`src/rtl/seg_scan_display_pkg.sv`:
```
// Shared constants for the seven-segment scan display: segment bit positions,
// digit count and the hexadecimal glyph table.
package seg_pkg;

  localparam int NDIGITS = 8;

  localparam int SEG_A  = 0;
  localparam int SEG_B  = 1;
  localparam int SEG_C  = 2;
  localparam int SEG_D  = 3;
  localparam int SEG_E  = 4;
  localparam int SEG_F  = 5;
  localparam int SEG_G  = 6;
  localparam int SEG_DP = 7;

  // Entry n is the a..g pattern for hex digit n (entry 15 listed first).
  localparam logic [15:0][6:0] HEX_FONT = {
    7'h71, 7'h79, 7'h5E, 7'h39, 7'h7C, 7'h77, 7'h6F, 7'h7F,
    7'h07, 7'h7D, 7'h6D, 7'h66, 7'h4F, 7'h5B, 7'h06, 7'h3F
  };

  function automatic logic [6:0] hex7seg(input logic [3:0] nibble);
    return HEX_FONT[nibble];
  endfunction

endpackage

```
`src/rtl/seg_scan_display_if.sv`:
```
// Core-side write port of the scan display: value, decimal points, strobe
// and the pending-commit indication returned to the core.
interface seg_scan_display_if;
  logic [31:0] val;
  logic [7:0]  dp;
  logic        val_valid;
  logic        busy;

  modport master (output val, output dp, output val_valid, input busy);
  modport slave  (input val, input dp, input val_valid, output busy);
endinterface

```
`src/rtl/seg_scan_display_hex_font.sv`:
```
// One digit of the display: hex glyph plus decimal point, forced dark when
// the digit is blanked.
module seg_hex_font
  import seg_pkg::*;
(
  input  logic [3:0] nibble,
  input  logic       dp,
  input  logic       blank,
  output logic [7:0] pattern
);

  always_comb begin
    pattern = '0;
    if (!blank) begin
      pattern[SEG_G:SEG_A] = hex7seg(nibble);
      pattern[SEG_DP]      = dp;
    end
  end

endmodule

```
`src/rtl/seg_scan_display.sv`:
```
// Eight-digit multiplexed seven-segment driver with a shadow register that
// only commits new values on scan-frame boundaries.
module seg_scan_display
  import seg_pkg::*;
#(
  parameter int PRESCALE   = 1024,
  parameter int LZB        = 0,
  parameter int ACTIVE_LOW = 0
) (
  input  logic                clk,
  input  logic                rst,
  seg_scan_display_if.slave   core,
  output logic [63:0]         seg_out,
  output logic [7:0]          seg_sel
);

  localparam int              PC_W   = (PRESCALE > 1) ? $clog2(PRESCALE) : 1;
  localparam logic [PC_W-1:0] PC_MAX = PC_W'(PRESCALE - 1);
  localparam logic [2:0]      IDX_MAX = 3'(NDIGITS - 1);

  logic [PC_W-1:0] pc_cnt_q, pc_cnt_d;
  logic [2:0]      idx_q, idx_d;
  logic            pend_q, pend_d;
  logic [31:0]     pend_val_q, pend_val_d;
  logic [7:0]      pend_dp_q, pend_dp_d;
  logic [31:0]     disp_val_q, disp_val_d;
  logic [7:0]      disp_dp_q, disp_dp_d;
  logic [63:0]     seg_out_q, seg_out_d;
  logic [7:0]      seg_sel_q, seg_sel_d;

  logic            tick;
  logic            frame_end;
  logic [2:0]      msn;
  logic [7:0]      blank;
  logic [63:0]     font_pat;

  always_comb begin
    tick      = (pc_cnt_q == PC_MAX);
    frame_end = tick && (idx_q == IDX_MAX);
    pc_cnt_d  = tick ? '0 : pc_cnt_q + PC_W'(1);
    idx_d     = tick ? idx_q + 3'd1 : idx_q;

    pend_d     = pend_q;
    pend_val_d = pend_val_q;
    pend_dp_d  = pend_dp_q;
    disp_val_d = disp_val_q;
    disp_dp_d  = disp_dp_q;
    // A strobe landing on the frame boundary bypasses the shadow register.
    if (core.val_valid && frame_end) begin
      disp_val_d = core.val;
      disp_dp_d  = core.dp;
      pend_d     = 1'b0;
    end else if (core.val_valid) begin
      pend_val_d = core.val;
      pend_dp_d  = core.dp;
      pend_d     = 1'b1;
    end else if (frame_end && pend_q) begin
      disp_val_d = pend_val_q;
      disp_dp_d  = pend_dp_q;
      pend_d     = 1'b0;
    end

    seg_sel_d = 8'b1 << idx_d;
    seg_out_d = font_pat;
  end

  // Digit 0 always shows, so the search for the top non-zero nibble starts at 1.
  always_comb begin
    msn   = '0;
    blank = '0;
    for (int i = 1; i < NDIGITS; i++) begin
      if (disp_val_q[4*i +: 4] != 4'h0) msn = 3'(i);
    end
    for (int i = 0; i < NDIGITS; i++) begin
      blank[i] = (LZB != 0) && (3'(i) > msn);
    end
  end

  for (genvar g = 0; g < NDIGITS; g++) begin : g_digit
    seg_hex_font u_font (
      .nibble  (disp_val_q[4*g +: 4]),
      .dp      (disp_dp_q[g]),
      .blank   (blank[g]),
      .pattern (font_pat[8*g +: 8])
    );
  end

  always_ff @(posedge clk) begin
    if (rst) begin
      pc_cnt_q   <= '0;
      idx_q      <= '0;
      pend_q     <= 1'b0;
      disp_val_q <= '0;
      disp_dp_q  <= '0;
      seg_out_q  <= '0;
      seg_sel_q  <= 8'h01;
    end else begin
      pc_cnt_q   <= pc_cnt_d;
      idx_q      <= idx_d;
      pend_q     <= pend_d;
      disp_val_q <= disp_val_d;
      disp_dp_q  <= disp_dp_d;
      seg_out_q  <= seg_out_d;
      seg_sel_q  <= seg_sel_d;
    end
  end

  // Shadow data is only meaningful while pend_q is set, so it needs no reset.
  always_ff @(posedge clk) begin
    pend_val_q <= pend_val_d;
    pend_dp_q  <= pend_dp_d;
  end

  assign seg_out   = (ACTIVE_LOW != 0) ? ~seg_out_q : seg_out_q;
  assign seg_sel   = (ACTIVE_LOW != 0) ? ~seg_sel_q : seg_sel_q;
  assign core.busy = pend_q;

endmodule

```
`src/flat_wrapper.sv`:
```
// flat-port wrapper written by rule: the top's interface ports become plain ports
module seg_scan_display_flat import seg_pkg::*;
#(
  parameter int PRESCALE   = 1024,
  parameter int LZB        = 0,
  parameter int ACTIVE_LOW = 0
)
  (clk, rst, seg_out, seg_sel, core_val, core_dp, core_val_valid, core_busy);
  seg_scan_display_if core_i ();
  input  logic clk;
  input  logic rst;
  output logic [63:0] seg_out;
  output logic [7:0] seg_sel;
  input wire logic [$bits(core_i.val)-1:0] core_val;
  input wire logic [$bits(core_i.dp)-1:0] core_dp;
  input wire logic [$bits(core_i.val_valid)-1:0] core_val_valid;
  output wire logic [$bits(core_i.busy)-1:0] core_busy;
  assign core_i.val = core_val;
  assign core_i.dp = core_dp;
  assign core_i.val_valid = core_val_valid;
  assign core_busy = core_i.busy;
  seg_scan_display #(.PRESCALE(PRESCALE), .LZB(LZB), .ACTIVE_LOW(ACTIVE_LOW)) u_core (.clk(clk), .rst(rst), .core(core_i), .seg_out(seg_out), .seg_sel(seg_sel));
endmodule
```
`config.mk`:
```
export PLATFORM = sky130hd
export DESIGN_NAME = seg_scan_display_flat
export DESIGN_NICKNAME = d
export VERILOG_FILES = /design/src/rtl/seg_scan_display_pkg.sv /design/src/rtl/seg_scan_display_if.sv /design/src/rtl/seg_scan_display_hex_font.sv /design/src/rtl/seg_scan_display.sv /design/src/flat_wrapper.sv
export SDC_FILE = /design/constraint.sdc
export NUM_CORES = 1
export LEC_CHECK = 0
export ABC_AREA = 1
export CAP_MARGIN = 10
export CORE_MARGIN = 2
export CORE_UTILIZATION = 55
export CTS_CLUSTER_DIAMETER = 80
export DETAILED_ROUTE_END_ITERATION = 8
export DONT_BUFFER_PORTS = 1
export PLACE_DENSITY = 0.77
export SLEW_MARGIN = 40
export SYNTH_ARGS = -nofsm -noshare
export SYNTH_HDL_FRONTEND = slang
export SYNTH_SLANG_ARGS = --single-unit
```
`constraint.sdc`:
```
create_clock -name clk -period 3.4 [get_ports clk]
set_input_delay 0.68 -clock clk [delete_from_list [all_inputs] [get_ports clk]]
set_output_delay 0.68 -clock clk [all_outputs]
set_load 0.005 [all_outputs]
```
==> summary.txt <==
Routing
  – Final wirelength: 15.2 mm
  – Detailed Route Iter0 Violations: 418
  – DRT Pass-1 Iters: 5
  – Vias per cell: 5.06
  – Via count: 5,683
  – Post-DRT Antenna Nets: 0
  – # DRC: 0
  – Mean routed wirelength per cell: 13.5 microns

Power and ir drop
  – P_sw: 913 uW
  – Sw Ratio: 0.224
  – Leakage: 0.00389 uW
  – Comb pwr share: 0.033
  – Clock share of power: 0.445
  – Reg power frac: 0.522
  – Worst VDD drop: 373 uV
  – PD cells: 488 mW/mm^2
  – Int Power: 3160 uW

GRT
  – Vias in the first global route: 5,357
  – First-pass GRT wire length: 25.0 mm
  – Total GRT Usage: 0.214
  – Grt ovf: 0
  – Largest net degree at the start of global routing: 46
  – Initial antenna violation count: 0

Finish
  – Syn-to-layout area delta: 8.46%
  – Share of cells above drive strength 1: 0.0975
  – Non-filler instance count after layout: 1,124
  – # diodes: 0
  – Layout Nets: 1,033

Floorplan
  – Die width: 122 microns
  – Initial Util: 0.558
  – Row count: 43
  – Core region area: 0.0138 sq mm
  – IO Count: 116
  – Die area: 0.0149 sq mm
  – Die H: 122 microns

Worst setup path
  – CP max stage delay: 540 ps
  – Setup CP Type: flop to flop
  – Max FO, Critical Path: 23
  – Startpoint Class: flop
  – R2r startpoint: u_core.idx_q[0]
  – Crit. End Element: flop
  – CP bufs+invs: 2
  – FF-to-FF End: u_core.pend_val_q[1]
  – Slowest cell on crit path: nor2_4
  – CP dominant cell by count: ha_1
  – Crit path cell chain: ha_1, ha_1, inv_1, nor2_8, nor2_4, buf_4
  – Critical Path AT: 2390 ps
  – CP Depth: 6
  – Crit path required time: 3520 ps
  – FF-to-FF setup slack: 1130 ps
  – Worst path top cell family by delay: simple AND/OR/NAND/NOR gates
  – Worst Reg-to-Reg Cells: 6

Placement
  – Dpl cells: 1,092
  – Final HPWL DP: 10.1 mm
  – Port buffer count: 0
  – Placer Congestion: 0.891

Clock tree
  – CTS tree: built
  – Root Driver: clkbuf_16
  – Reg clk slew, reported paths: 60 ps
  – Worst skew pair latency: 430 ps
  – Number of gates resized after cts: 0
  – Total CTS buffers: 17
  – H-tree depth: 4
  – Clock tree sinks: 166
  – Max Buffers Root-to-Sink: 2
  – Number of hold buffers added after cts: 0
  – Setup bufs post-CTS: 0

Synth
  – Simple logic cell fraction of the synthesized area: 0.212
  – Combinational family with the most area after synthesis: simple AND/OR/NAND/NOR gates
  – Synth Area in XOR/XNOR: 0.00228
  – Synthesized cell area: 0.00769 sq mm
  – Mapped Avg Cell Area: 8.14 sq um
  – FF+latch count, synth: 166
  – Multiplexer share of the synthesized area: 0
  – Synth Area in Adders: 0.0960
  – Ys async rst share: 0
  – Seq/Total Area, Yosys: 0.484
  – Mapped Cells: 945
  – Distinct cell type count of the synthesized netlist: 34
  – Yosys warns: 0
  – Number of enable flip-flop cells after synthesis: 40
  – Ys flop type: dfxtp_1
  – Synth Area in Compound Gates: 0.117
  – Synthesized net count: 1,047

Timing
  – Final period util: 0.668
  – RSZ-0062 raised after global routing: no
  – Hold Violations, Final: 0
  – Post-route setup TNS: 0 ps
  – Slew headroom: 0.512
  – # setup viols final: 0
  – Min Tclk post-route: 2270 ps
  – Clk_skew: 7.72 ps
  – Max-slew violations: 0
  – Worst-Margin Slew: 731 ps
  – Fmax: 0.440 GHz

Worst hold path
  – Worst min path class: input pin to flop
  – Worst Hold Path EP: u_core.seg_out[33]
  – Hold Crit Start: rst
  – Worst Hold Path Cells: 1

Job
  – # Max-Cap Violations: 0

Outcome
  – Status: finished, final reports clean
## worst register-to-register path, delay by kind of cell, from the launching register on
kind / cells / cell delay (ps)
adder cells (fa/ha/maj): 2 / 450
flip-flops: 1 / 340
buffers and inverters: 2 / 550
AND/OR/NAND/NOR: 2 / 620
## sequential cells by signal, indices dropped and copies added (netlist names)
name / flops
u_core.core.busy: 1
u_core.pend_dp_q: 8
u_core.seg_out: 64
u_core.seg_sel: 8
u_core.pc_cnt_q: 10
u_core.disp_val_q: 32
u_core.disp_dp_q: 8
u_core.idx_q: 3
u_core.pend_val_q: 32
## final cells by class
class                   instances  area, sq um
fillers                      1192         5430
well taps                     180          225
multi-input cells             608         3300
repair buffers                  4         30.0
inverters                     134          503
clock buffers                  20          468
flip-flops and latches        166         3720
clock inverters                12         91.3
## power by group through the flow
| stage | logic (uW) | clock network, uW | registers (uW) |
|---|---|---|---|
| CTS | 134 | 1840 | 2130 |
| global route | 154 | 1930 | 2130 |
| detailed placement | 133 | 0 | 2170 |
| finish | 133 | 1810 | 2120 |
| floorplan | 111 | 0 | 2160 |
| global placement | 130 | 0 | 2170 |
## through the flow
stage               hold slack [ps]  setup slack [ps]   util  total power [uW]  cell area (sq um)
floorplan                       400               325      -              2270               7690
global placement                414              1160  0.564              2300               7770
detailed placement              408              1130  0.564              2300               7770
CTS                             307              1070  0.605              4100               8330
global route                    304               919  0.606              4220               8340
finish                          323              1130  0.606              4070               8340
## cells by family (layout without fill, tap and decap cells)
| group | count (synthesis) | in the layout |
|---|---|---|
| compound gates | 165 | 165 |
| xor+xnor | 2 | 2 |
| fa+ha+maj | 59 | 59 |
| buf+inv | 171 | 170 |
| flops | 166 | 166 |
| simple gates | 382 | 382 |
## cell usage in the layout (no fill, tap or decap), types with 4 or more instances in the layout
cell / count
nand3_1: 12
a21oi_1: 80
or2_2: 34
buf_4: 4
nand2_1: 258
clkinv_1: 6
nor2_1: 60
a31oi_1: 17
a21oi_2: 10
o21ai_0: 49
edfxtp_1: 40
o21bai_1: 7
clkbuf_16: 18
dfxtp_1: 126
inv_1: 125
ha_1: 59
## Yosys cell counts (3+ instances only)
master | n | share of area
o21bai_1 | 7 | 0.0068
ha_1 | 59 | 0.096
nand2_1 | 258 | 0.13
o21ai_0 | 49 | 0.032
edfxtp_1 | 40 | 0.16
a31oi_1 | 17 | 0.014
inv_2 | 3 | 0.0015
buf_2 | 8 | 0.0052
buf_1 | 3 | 0.0015
inv_1 | 125 | 0.061
or2_2 | 34 | 0.028
dfxtp_1 | 126 | 0.33
a21oi_2 | 10 | 0.011
clkbuf_1 | 21 | 0.010
a21oi_1 | 80 | 0.052
nand3_1 | 12 | 0.0078
buf_6 | 3 | 0.0044
nor2_1 | 61 | 0.030
nor3b_1 | 3 | 0.0029
clkinv_1 | 6 | 0.0029
## per-layer routing
layer	track usage	vias up	share of wire
met2	0.346	167	0.47
met5	0	-	0
met3	0.0730	28	0.067
li1	-	2919	-
met1	0.258	2569	0.44
met4	0.0977	0	0.026
## worst max path at each step
stage | end | start | slack (ps)
floorplan | u_core.pend_dp_q[0] | core_val_valid | 320
global placement | u_core.pend_dp_q[4] | u_core.idx_q[0] | 1160
detailed placement | u_core.disp_val_q[12] | u_core.pc_cnt_q[0] | 1130
CTS | u_core.disp_val_q[20] | u_core.pc_cnt_q[0] | 1070
global route | u_core.disp_val_q[18] | u_core.pc_cnt_q[0] | 920
finish | u_core.pend_val_q[1] | u_core.idx_q[0] | 1130
Note: power is estimated with default switching activity, not from simulation.
